[src/rtl/bitblade_bitserial_seq_pkg.sv]
// Shared sizes, precision codes and FSM encoding for the BitBlade bit-serial sequencer.
package bitblade_bitserial_seq_pkg;

  localparam int N_DOT         = 32;
  localparam int BITS_PARALLEL = 2;
  localparam int PREC_MAX      = 8;
  localparam int BITS_SUM      = 10;
  localparam int BITS_ACC      = 24;

  localparam int VEC_W = N_DOT * PREC_MAX;
  localparam int SLC_W = N_DOT * BITS_PARALLEL;

  localparam logic [1:0] PREC_2B  = 2'b00;
  localparam logic [1:0] PREC_4B  = 2'b01;
  localparam logic [1:0] PREC_8B  = 2'b10;
  localparam logic [1:0] PREC_8BX = 2'b11;

  typedef enum logic [1:0] {
    ST_IDLE = 2'd0,
    ST_RUN  = 2'd1,
    ST_DONE = 2'd2
  } state_t;

  // Index of the last 2-bit plane for a precision code (plane count minus one).
  function automatic logic [1:0] prec_last_idx(input logic [1:0] code);
    case (code)
      PREC_2B: return 2'd0;
      PREC_4B: return 2'd1;
      default: return 2'd3;
    endcase
  endfunction

endpackage

[src/rtl/bitblade_bitserial_seq_if.sv]
// Vector-in / slice-out / result-out bundle of the bit-serial sequencer.
interface bitblade_bitserial_seq_if;
  import bitblade_bitserial_seq_pkg::*;

  logic                       i_Valid;
  logic                       o_Ready;
  logic [VEC_W-1:0]           i_ActVec;
  logic [VEC_W-1:0]           i_WeightVec;
  logic [1:0]                 i_PrecA;
  logic [1:0]                 i_PrecW;
  logic                       i_SignA;
  logic                       i_SignWt;
  logic [SLC_W-1:0]           o_Act;
  logic [SLC_W-1:0]           o_Weight;
  logic                       o_SignI;
  logic                       o_SignW;
  logic signed [BITS_SUM-1:0] i_SipSum;
  logic                       o_Valid;
  logic                       i_ResultReady;
  logic signed [BITS_ACC-1:0] o_Result;

  modport slave (
    input  i_Valid, i_ActVec, i_WeightVec, i_PrecA, i_PrecW, i_SignA, i_SignWt,
    input  i_SipSum, i_ResultReady,
    output o_Ready, o_Act, o_Weight, o_SignI, o_SignW, o_Valid, o_Result
  );

  modport master (
    output i_Valid, i_ActVec, i_WeightVec, i_PrecA, i_PrecW, i_SignA, i_SignWt,
    output i_SipSum, i_ResultReady,
    input  o_Ready, o_Act, o_Weight, o_SignI, o_SignW, o_Valid, o_Result
  );
endinterface

[src/rtl/bitblade_slice_mux.sv]
// Picks 2-bit plane ia of every activation and plane iw of every weight.
module bitblade_slice_mux
  import bitblade_bitserial_seq_pkg::*;
(
  input  logic [VEC_W-1:0] act_vec,
  input  logic [VEC_W-1:0] wt_vec,
  input  logic [1:0]       ia,
  input  logic [1:0]       iw,
  output logic [SLC_W-1:0] act_slc,
  output logic [SLC_W-1:0] wt_slc
);

  // Per-element plane selection; element k lands at [2k +: 2].
  always_comb begin
    act_slc = '0;
    wt_slc  = '0;
    for (int k = 0; k < N_DOT; k++) begin
      act_slc[BITS_PARALLEL*k +: BITS_PARALLEL] =
        act_vec[PREC_MAX*k + BITS_PARALLEL*int'(ia) +: BITS_PARALLEL];
      wt_slc[BITS_PARALLEL*k +: BITS_PARALLEL] =
        wt_vec[PREC_MAX*k + BITS_PARALLEL*int'(iw) +: BITS_PARALLEL];
    end
  end

endmodule

[src/rtl/bitblade_bitserial_seq.sv]
// BitBlade bit-serial sequencer: issues 2b plane pairs to the adder tree and
// shift-accumulates the returned slice sums into a full-precision dot product.
module bitblade_bitserial_seq
  import bitblade_bitserial_seq_pkg::*;
(
  input  logic                     i_CLK,
  input  logic                     i_RST,
  bitblade_bitserial_seq_if.slave  io
);

  state_t                     state;
  logic [VEC_W-1:0]           act_q;
  logic [VEC_W-1:0]           wt_q;
  logic [1:0]                 na_m1;
  logic [1:0]                 nw_m1;
  logic                       sign_a;
  logic                       sign_w;
  logic [1:0]                 ia;
  logic [1:0]                 iw;
  logic                       iss_act;
  logic                       vld_p1;
  logic                       last_p1;
  logic [3:0]                 shift_p1;
  logic signed [BITS_ACC-1:0] acc;
  logic signed [BITS_ACC-1:0] acc_nxt;
  logic [SLC_W-1:0]           act_slc;
  logic [SLC_W-1:0]           wt_slc;
  logic                       take;

  // Sign-extend a slice sum and weight it by its plane position.
  function automatic logic signed [BITS_ACC-1:0] slice_term(
    input logic signed [BITS_SUM-1:0] s,
    input logic [3:0]                 sh
  );
    logic signed [BITS_ACC-1:0] ext;
    ext = {{(BITS_ACC-BITS_SUM){s[BITS_SUM-1]}}, s};
    return ext <<< sh;
  endfunction

  bitblade_slice_mux u_slice_mux (
    .act_vec (act_q),
    .wt_vec  (wt_q),
    .ia      (ia),
    .iw      (iw),
    .act_slc (act_slc),
    .wt_slc  (wt_slc)
  );

  assign acc_nxt = acc + slice_term(io.i_SipSum, shift_p1);

  // A new pair is taken from IDLE, or from DONE in the same cycle the result drains.
  assign take = io.i_Valid &&
                ((state == ST_IDLE) || ((state == ST_DONE) && io.i_ResultReady));

  assign io.o_Ready = (state == ST_IDLE) || ((state == ST_DONE) && io.i_ResultReady);

  // Sequencer FSM: p0 = plane counter (ia,iw), p1 = registered slice on the tree,
  // accumulate when the p1 slice's sum comes back.
  always_ff @(posedge i_CLK or posedge i_RST) begin
    if (i_RST) begin
      state       <= ST_IDLE;
      act_q       <= '0;
      wt_q        <= '0;
      na_m1       <= '0;
      nw_m1       <= '0;
      sign_a      <= 1'b0;
      sign_w      <= 1'b0;
      ia          <= '0;
      iw          <= '0;
      iss_act     <= 1'b0;
      vld_p1      <= 1'b0;
      last_p1     <= 1'b0;
      shift_p1    <= '0;
      acc         <= '0;
      io.o_Act    <= '0;
      io.o_Weight <= '0;
      io.o_SignI  <= 1'b0;
      io.o_SignW  <= 1'b0;
      io.o_Valid  <= 1'b0;
      io.o_Result <= '0;
    end else begin
      case (state)
        ST_RUN: begin
          // p0 -> p1: present the current plane pair to the adder tree
          if (iss_act) begin
            io.o_Act    <= act_slc;
            io.o_Weight <= wt_slc;
            io.o_SignI  <= sign_a && (ia == na_m1);
            io.o_SignW  <= sign_w && (iw == nw_m1);
            vld_p1      <= 1'b1;
            last_p1     <= (ia == na_m1) && (iw == nw_m1);
            shift_p1    <= {({1'b0, ia} + {1'b0, iw}), 1'b0};
            if (ia == na_m1) begin
              ia <= '0;
              if (iw == nw_m1) iss_act <= 1'b0;
              else             iw      <= iw + 2'd1;
            end else begin
              ia <= ia + 2'd1;
            end
          end else begin
            io.o_Act    <= '0;
            io.o_Weight <= '0;
            io.o_SignI  <= 1'b0;
            io.o_SignW  <= 1'b0;
            vld_p1      <= 1'b0;
            last_p1     <= 1'b0;
          end
          // p1 -> accumulator: fold in the tree's sum for the presented slice
          if (vld_p1) begin
            acc <= acc_nxt;
            if (last_p1) begin
              io.o_Result <= acc_nxt;
              io.o_Valid  <= 1'b1;
              state       <= ST_DONE;
            end
          end
        end
        ST_DONE: begin
          if (io.i_ResultReady) begin
            io.o_Valid <= 1'b0;
            state      <= ST_IDLE;
          end
        end
        default: ;
      endcase
      if (take) begin
        act_q    <= io.i_ActVec;
        wt_q     <= io.i_WeightVec;
        na_m1    <= prec_last_idx(io.i_PrecA);
        nw_m1    <= prec_last_idx(io.i_PrecW);
        sign_a   <= io.i_SignA;
        sign_w   <= io.i_SignWt;
        ia       <= '0;
        iw       <= '0;
        iss_act  <= 1'b1;
        vld_p1   <= 1'b0;
        last_p1  <= 1'b0;
        acc      <= '0;
        state    <= ST_RUN;
      end
    end
  end

endmodule

[src/flat_wrapper.sv]
// flat-port wrapper written by rule: the top's interface ports become plain ports
module bitblade_bitserial_seq_flat import bitblade_bitserial_seq_pkg::*;
  (i_CLK, i_RST, io_i_Valid, io_i_ActVec, io_i_WeightVec, io_i_PrecA, io_i_PrecW, io_i_SignA, io_i_SignWt, io_i_SipSum, io_i_ResultReady, io_o_Ready, io_o_Act, io_o_Weight, io_o_SignI, io_o_SignW, io_o_Valid, io_o_Result);
  bitblade_bitserial_seq_if io_i ();
  input  logic i_CLK;
  input  logic i_RST;
  input wire logic [$bits(io_i.i_Valid)-1:0] io_i_Valid;
  input wire logic [$bits(io_i.i_ActVec)-1:0] io_i_ActVec;
  input wire logic [$bits(io_i.i_WeightVec)-1:0] io_i_WeightVec;
  input wire logic [$bits(io_i.i_PrecA)-1:0] io_i_PrecA;
  input wire logic [$bits(io_i.i_PrecW)-1:0] io_i_PrecW;
  input wire logic [$bits(io_i.i_SignA)-1:0] io_i_SignA;
  input wire logic [$bits(io_i.i_SignWt)-1:0] io_i_SignWt;
  input wire logic [$bits(io_i.i_SipSum)-1:0] io_i_SipSum;
  input wire logic [$bits(io_i.i_ResultReady)-1:0] io_i_ResultReady;
  output wire logic [$bits(io_i.o_Ready)-1:0] io_o_Ready;
  output wire logic [$bits(io_i.o_Act)-1:0] io_o_Act;
  output wire logic [$bits(io_i.o_Weight)-1:0] io_o_Weight;
  output wire logic [$bits(io_i.o_SignI)-1:0] io_o_SignI;
  output wire logic [$bits(io_i.o_SignW)-1:0] io_o_SignW;
  output wire logic [$bits(io_i.o_Valid)-1:0] io_o_Valid;
  output wire logic [$bits(io_i.o_Result)-1:0] io_o_Result;
  assign io_i.i_Valid = io_i_Valid;
  assign io_i.i_ActVec = io_i_ActVec;
  assign io_i.i_WeightVec = io_i_WeightVec;
  assign io_i.i_PrecA = io_i_PrecA;
  assign io_i.i_PrecW = io_i_PrecW;
  assign io_i.i_SignA = io_i_SignA;
  assign io_i.i_SignWt = io_i_SignWt;
  assign io_i.i_SipSum = io_i_SipSum;
  assign io_i.i_ResultReady = io_i_ResultReady;
  assign io_o_Ready = io_i.o_Ready;
  assign io_o_Act = io_i.o_Act;
  assign io_o_Weight = io_i.o_Weight;
  assign io_o_SignI = io_i.o_SignI;
  assign io_o_SignW = io_i.o_SignW;
  assign io_o_Valid = io_i.o_Valid;
  assign io_o_Result = io_i.o_Result;
  bitblade_bitserial_seq u_core (.i_CLK(i_CLK), .i_RST(i_RST), .io(io_i));
endmodule
[config.mk]
export PLATFORM = sky130hd
export DESIGN_NAME = bitblade_bitserial_seq_flat
export DESIGN_NICKNAME = d
export VERILOG_FILES = /design/src/rtl/bitblade_bitserial_seq_pkg.sv /design/src/rtl/bitblade_bitserial_seq_if.sv /design/src/rtl/bitblade_slice_mux.sv /design/src/rtl/bitblade_bitserial_seq.sv /design/src/flat_wrapper.sv
export SDC_FILE = /design/constraint.sdc
export NUM_CORES = 2
export LEC_CHECK = 0
export BUFFER_PORTS_ARGS = -buffer_cell sky130_fd_sc_hd__buf_2
export CAP_MARGIN = 25
export CORE_MARGIN = 1.5
export CORE_UTILIZATION = 30
export DETAILED_ROUTE_END_ITERATION = 12
export GPL_TIMING_DRIVEN = 0
export SLEW_MARGIN = 10
export SYNTH_ARGS = -nofsm -noshare
export SYNTH_HDL_FRONTEND = slang
export SYNTH_SLANG_ARGS = --single-unit
[constraint.sdc]
create_clock -name i_CLK -period 23.8 [get_ports i_CLK]
set_input_delay 4.76 -clock i_CLK [delete_from_list [all_inputs] [get_ports i_CLK]]
set_output_delay 4.76 -clock i_CLK [all_outputs]
set_load 0.01 [all_outputs]
==> metrics.md <==
| Metric | Value |
|---|---|
| First-pass GRT wire length | 162 mm |
| Ys Warns | 0 |
| Clk_skew | 18.4 ps |
| CTS tree | built |
| Nets | 4489 |
| Yosys reg bits | 709 |
| Largest family of logic cells by synthesized area | simple AND/OR/NAND/NOR gates |
| Maxcap violations | 0 |
| Most frequent cells in the layout | nand2_1 (1626), dfrtp_1 (709), buf_2 (699) |
| Post-synthesis xor/xnor area fraction | 0.00751 |
| RR Endpoint | u_core.acc[20]$_DFFE_PP0P_ |
| P&R area growth vs syn | 27.1% |
| Final setup vio count | 0 |
| CP max stage delay | 200 ps |
| Final WL | 109 mm |
| Cell Rows | 117 |
| Post-synthesis mux area share | 0.0991 |
| Via count | 25500 |
| Total clock sinks | 709 |
| Synth Cell Area | 31000 sq um |
| Crit path cell chain | buf_2 > a21o_1 > buf_2 |
| Antenna-violating nets left | 0 |
| Maximum clock frequency | 0.100 GHz |
| Reg-to-reg slack, setup | 19960 ps |
| Core area | 102000 sq um |
| Die Wd | 324 microns |
| Top-level port count | 688 |
| Clock Tree Buf Depth | 3 |
| DRC Markers | 0 |
| Final cycle utilization of the critical path | 0.420 |
| Status | finished, final reports clean |
| Cell area after placement | 36700 sq um |
| P per Cell Area | 139 nW/um^2 |
| Routability cong. | 0.890 |
| Gr ovfl total | 0 |
| DIE HEIGHT | 324 microns |
| Worst IR Drop VDD | 0.0633 mV |
| Sum Neg Setup Slack | 0 ps |
| Post-synthesis simple-gate area fraction | 0.212 |
| Cell area after layout | 39400 sq um |
| CTS Hold Bufs | 0 |
| Max-slew headroom | 0.318 |
| TritonCTS Buffers | 83 |
| Crit. End Element | primary output |
| H-tree levels | 3 |
| Die ar. | 105000 sq um |
| Commonest non-fill, non-tap cell in the layout | nand2_1 |
| HPWL after DPL | 84.0 mm |
| Ys async rst share | 1.00 |
| Worst setup SP type | input pin |
| Drt pass-1 iters | 5 |
| Antenna violations before repair | 55 |
| Final Util | 0.386 |
| Vias in the first global route | 26100 |
| Reg clk slew, reported paths | 60 ps |
| CP Data Required Time | 19040 ps |
| Post_cts resized | 0 |
| Crit path DAT | 5240 ps |
| Starting density of the core | 0.303 |
| Worst R2R Path Depth | 13 |
| Initial DRC Count | 1452 |
| Synth unique cells | 69 |
| Clock period minus worst slack | 10000 ps |
| Vias/cell | 4.74 |
| CP Buf/Inv Count | 2 |
| CP delay by family, top | buffers and inverters |
| Area fraction in compound gates after synthesis | 0.0697 |
| RR Startpoint | u_core.shift_p1[1]$_DFFE_PP0P_ |
| Clk Latency, worst-skew pair | 640 ps |
| Final hold vios | 0 |
| Worst-path fanout max | 4 |
| Min-Delay Startpoint | u_core.act_q[111]$_DFFE_PP0P_ |
| HP Class | flip-flop to flip-flop |
| Ratio of cells with drive above 1 in the final layout | 0.252 |
| Critical-path cell with the highest stage delay | a21o_1 |
| Adder-cell share of the synthesized area | 0.0122 |
| Hold Path Depth | 2 |
| Slew of the pin with the lowest slew margin | 1020 ps |
| Setup Fix Bufs, Post-CTS | 0 |
| EDFF count, synth | 0 |
| CP most frequent cell | buf_2 |
| Static Leak | 20.3 nW |
| Number of port buffers | 686 |
| RSZ-0062 raised after global routing | false |
| Max Transition Viols Final | 0 |
| Prevailing post-synth register cell | dfrtp_1 |
| CP Class | input pin to primary output |
| CTS root buf | clkbuf_16 |
| Synthesized area per cell | 9.90 sq um |
| Routed wire per std cell | 20.2 microns |
| Mapped Cells | 3130 |
| Worst Hold Path EP | u_core.act_q[111]$_DFFE_PP0P_ |
| Net Count, Synth | 3691 |
| Total GRT Usage | 0.204 |
| Largest net degree at the start of global routing | 39 |
| Sequential area share after synthesis | 0.572 |
| Overall Power | 5.46 mW |
| Crit path from | io_i_ResultReady |
[per-stage QoR]
stage	hold slack, ps	cells	setup WS (ps)
2_1_floorplan	440	3130	9330
3_3_place_gp	453	5184	4720
3_5_place_dp	457	5211	13800
4_1_cts	472	5351	13800
5_1_grt	479	5371	13790
6_report	468	5381	13800
[sequential cells by signal (all words and copies together) (netlist names), 2 cells and up]
register	cells
u_core.nw_m1	2
u_core.act_q	256
u_core.io.o_Result	24
u_core.iw	2
u_core.wt_q	256
u_core.ia	2
u_core.na_m1	2
u_core.io.o_Act	64
u_core.io.o_Weight	64
u_core.shift_p1	3
u_core.state	2
u_core.acc	24
[layer usage]
metal | global-route usage | vias up | share of wire
li1 | - | 11900 | -
met1 | 0.249 | 12500 | 0.41
met2 | 0.339 | 761 | 0.48
met3 | 0.0630 | 225 | 0.074
met4 | 0.0759 | 44 | 0.035
met5 | 0 | - | 0.0025
[logic make-up (layout without fill, tap and decap cells)]
kind of cell / after synthesis / count (layout)
adders and majority gates: 29 / 29
AOI/OAI and AO/OA: 290 / 290
buffers and inverters: 213 / 1066
DFF: 709 / 709
muxes: 146 / 146
xor gates and xnor gates: 25 / 25
other: 0 / 30
and+or+nand+nor: 1718 / 1718
[synthesized netlist by cell type, types with 5 or more instances]
library cell	n	share of area
nand2_1	1626	0.20
dfrtp_1	709	0.57
clkbuf_1	154	0.019
a22o_1	128	0.036
mux4_2	128	0.093
o21ai_0	58	0.0094
a21oi_1	47	0.0076
nor2_1	40	0.0048
buf_1	30	0.0036
ha_1	27	0.011
xor2_1	13	0.0037
buf_2	12	0.0019
inv_1	11	0.0013
nand3_1	11	0.0018
nor3_1	11	0.0018
xnor2_1	11	0.0031
mux2i_1	10	0.0032
mux2_2	8	0.0029
and3_1	7	0.0014
and2_1	6	0.0012
nand2b_1	5	0.0010
o21a_1	5	0.0012
[how the worst max path moves through the flow]
stage | cells after the start | slack [ps] | to
global placement | 2 | 4720 | u_core.wt_q[182]$_DFFE_PP0P_
finish | 3 | 13800 | io_o_Ready
floorplan | 1 | 9330 | u_core.acc[0]$_DFFE_PP0P_
CTS | 3 | 13800 | io_o_Ready
detailed placement | 3 | 13800 | io_o_Ready
global route | 3 | 13790 | io_o_Ready
[worst register-to-register path, stage by stage, from the launching register on]
cell and delay [ps]:
dfrtp_1 320, clkbuf_1 350, buf_1 410, a21boi_0 190, a311oi_1 380, a21oi_1 140
ha_1 420, a21oi_1 240, o21ai_0 230, a21boi_0 330, o21ai_0 130, a31oi_1 310
mux2i_1 230, nor2_1 60
[final cells by class]
cell class	count	area [sq um]
antenna	30	75.1
buffer	201	815
clock buffer	121	2420
clock inverter	19	230
fill	10400	62800
inverter	12	48.8
multi-input combinational	2208	12400
sequential	709	17700
tap	1368	1710
timing repair buffer	713	3960
[power breakdown]
| part | switching (mW) | internal, mW | total [mW] | leakage, nW |
|---|---|---|---|---|
| clock | 0.513 | 0.746 | 1.26 | 1.29 |
| sequential | 0.302 | 1.76 | 2.06 | 8.86 |
| combinational | 1.25 | 0.885 | 2.14 | 10.1 |
Note: power is estimated with default switching activity, not from simulation.
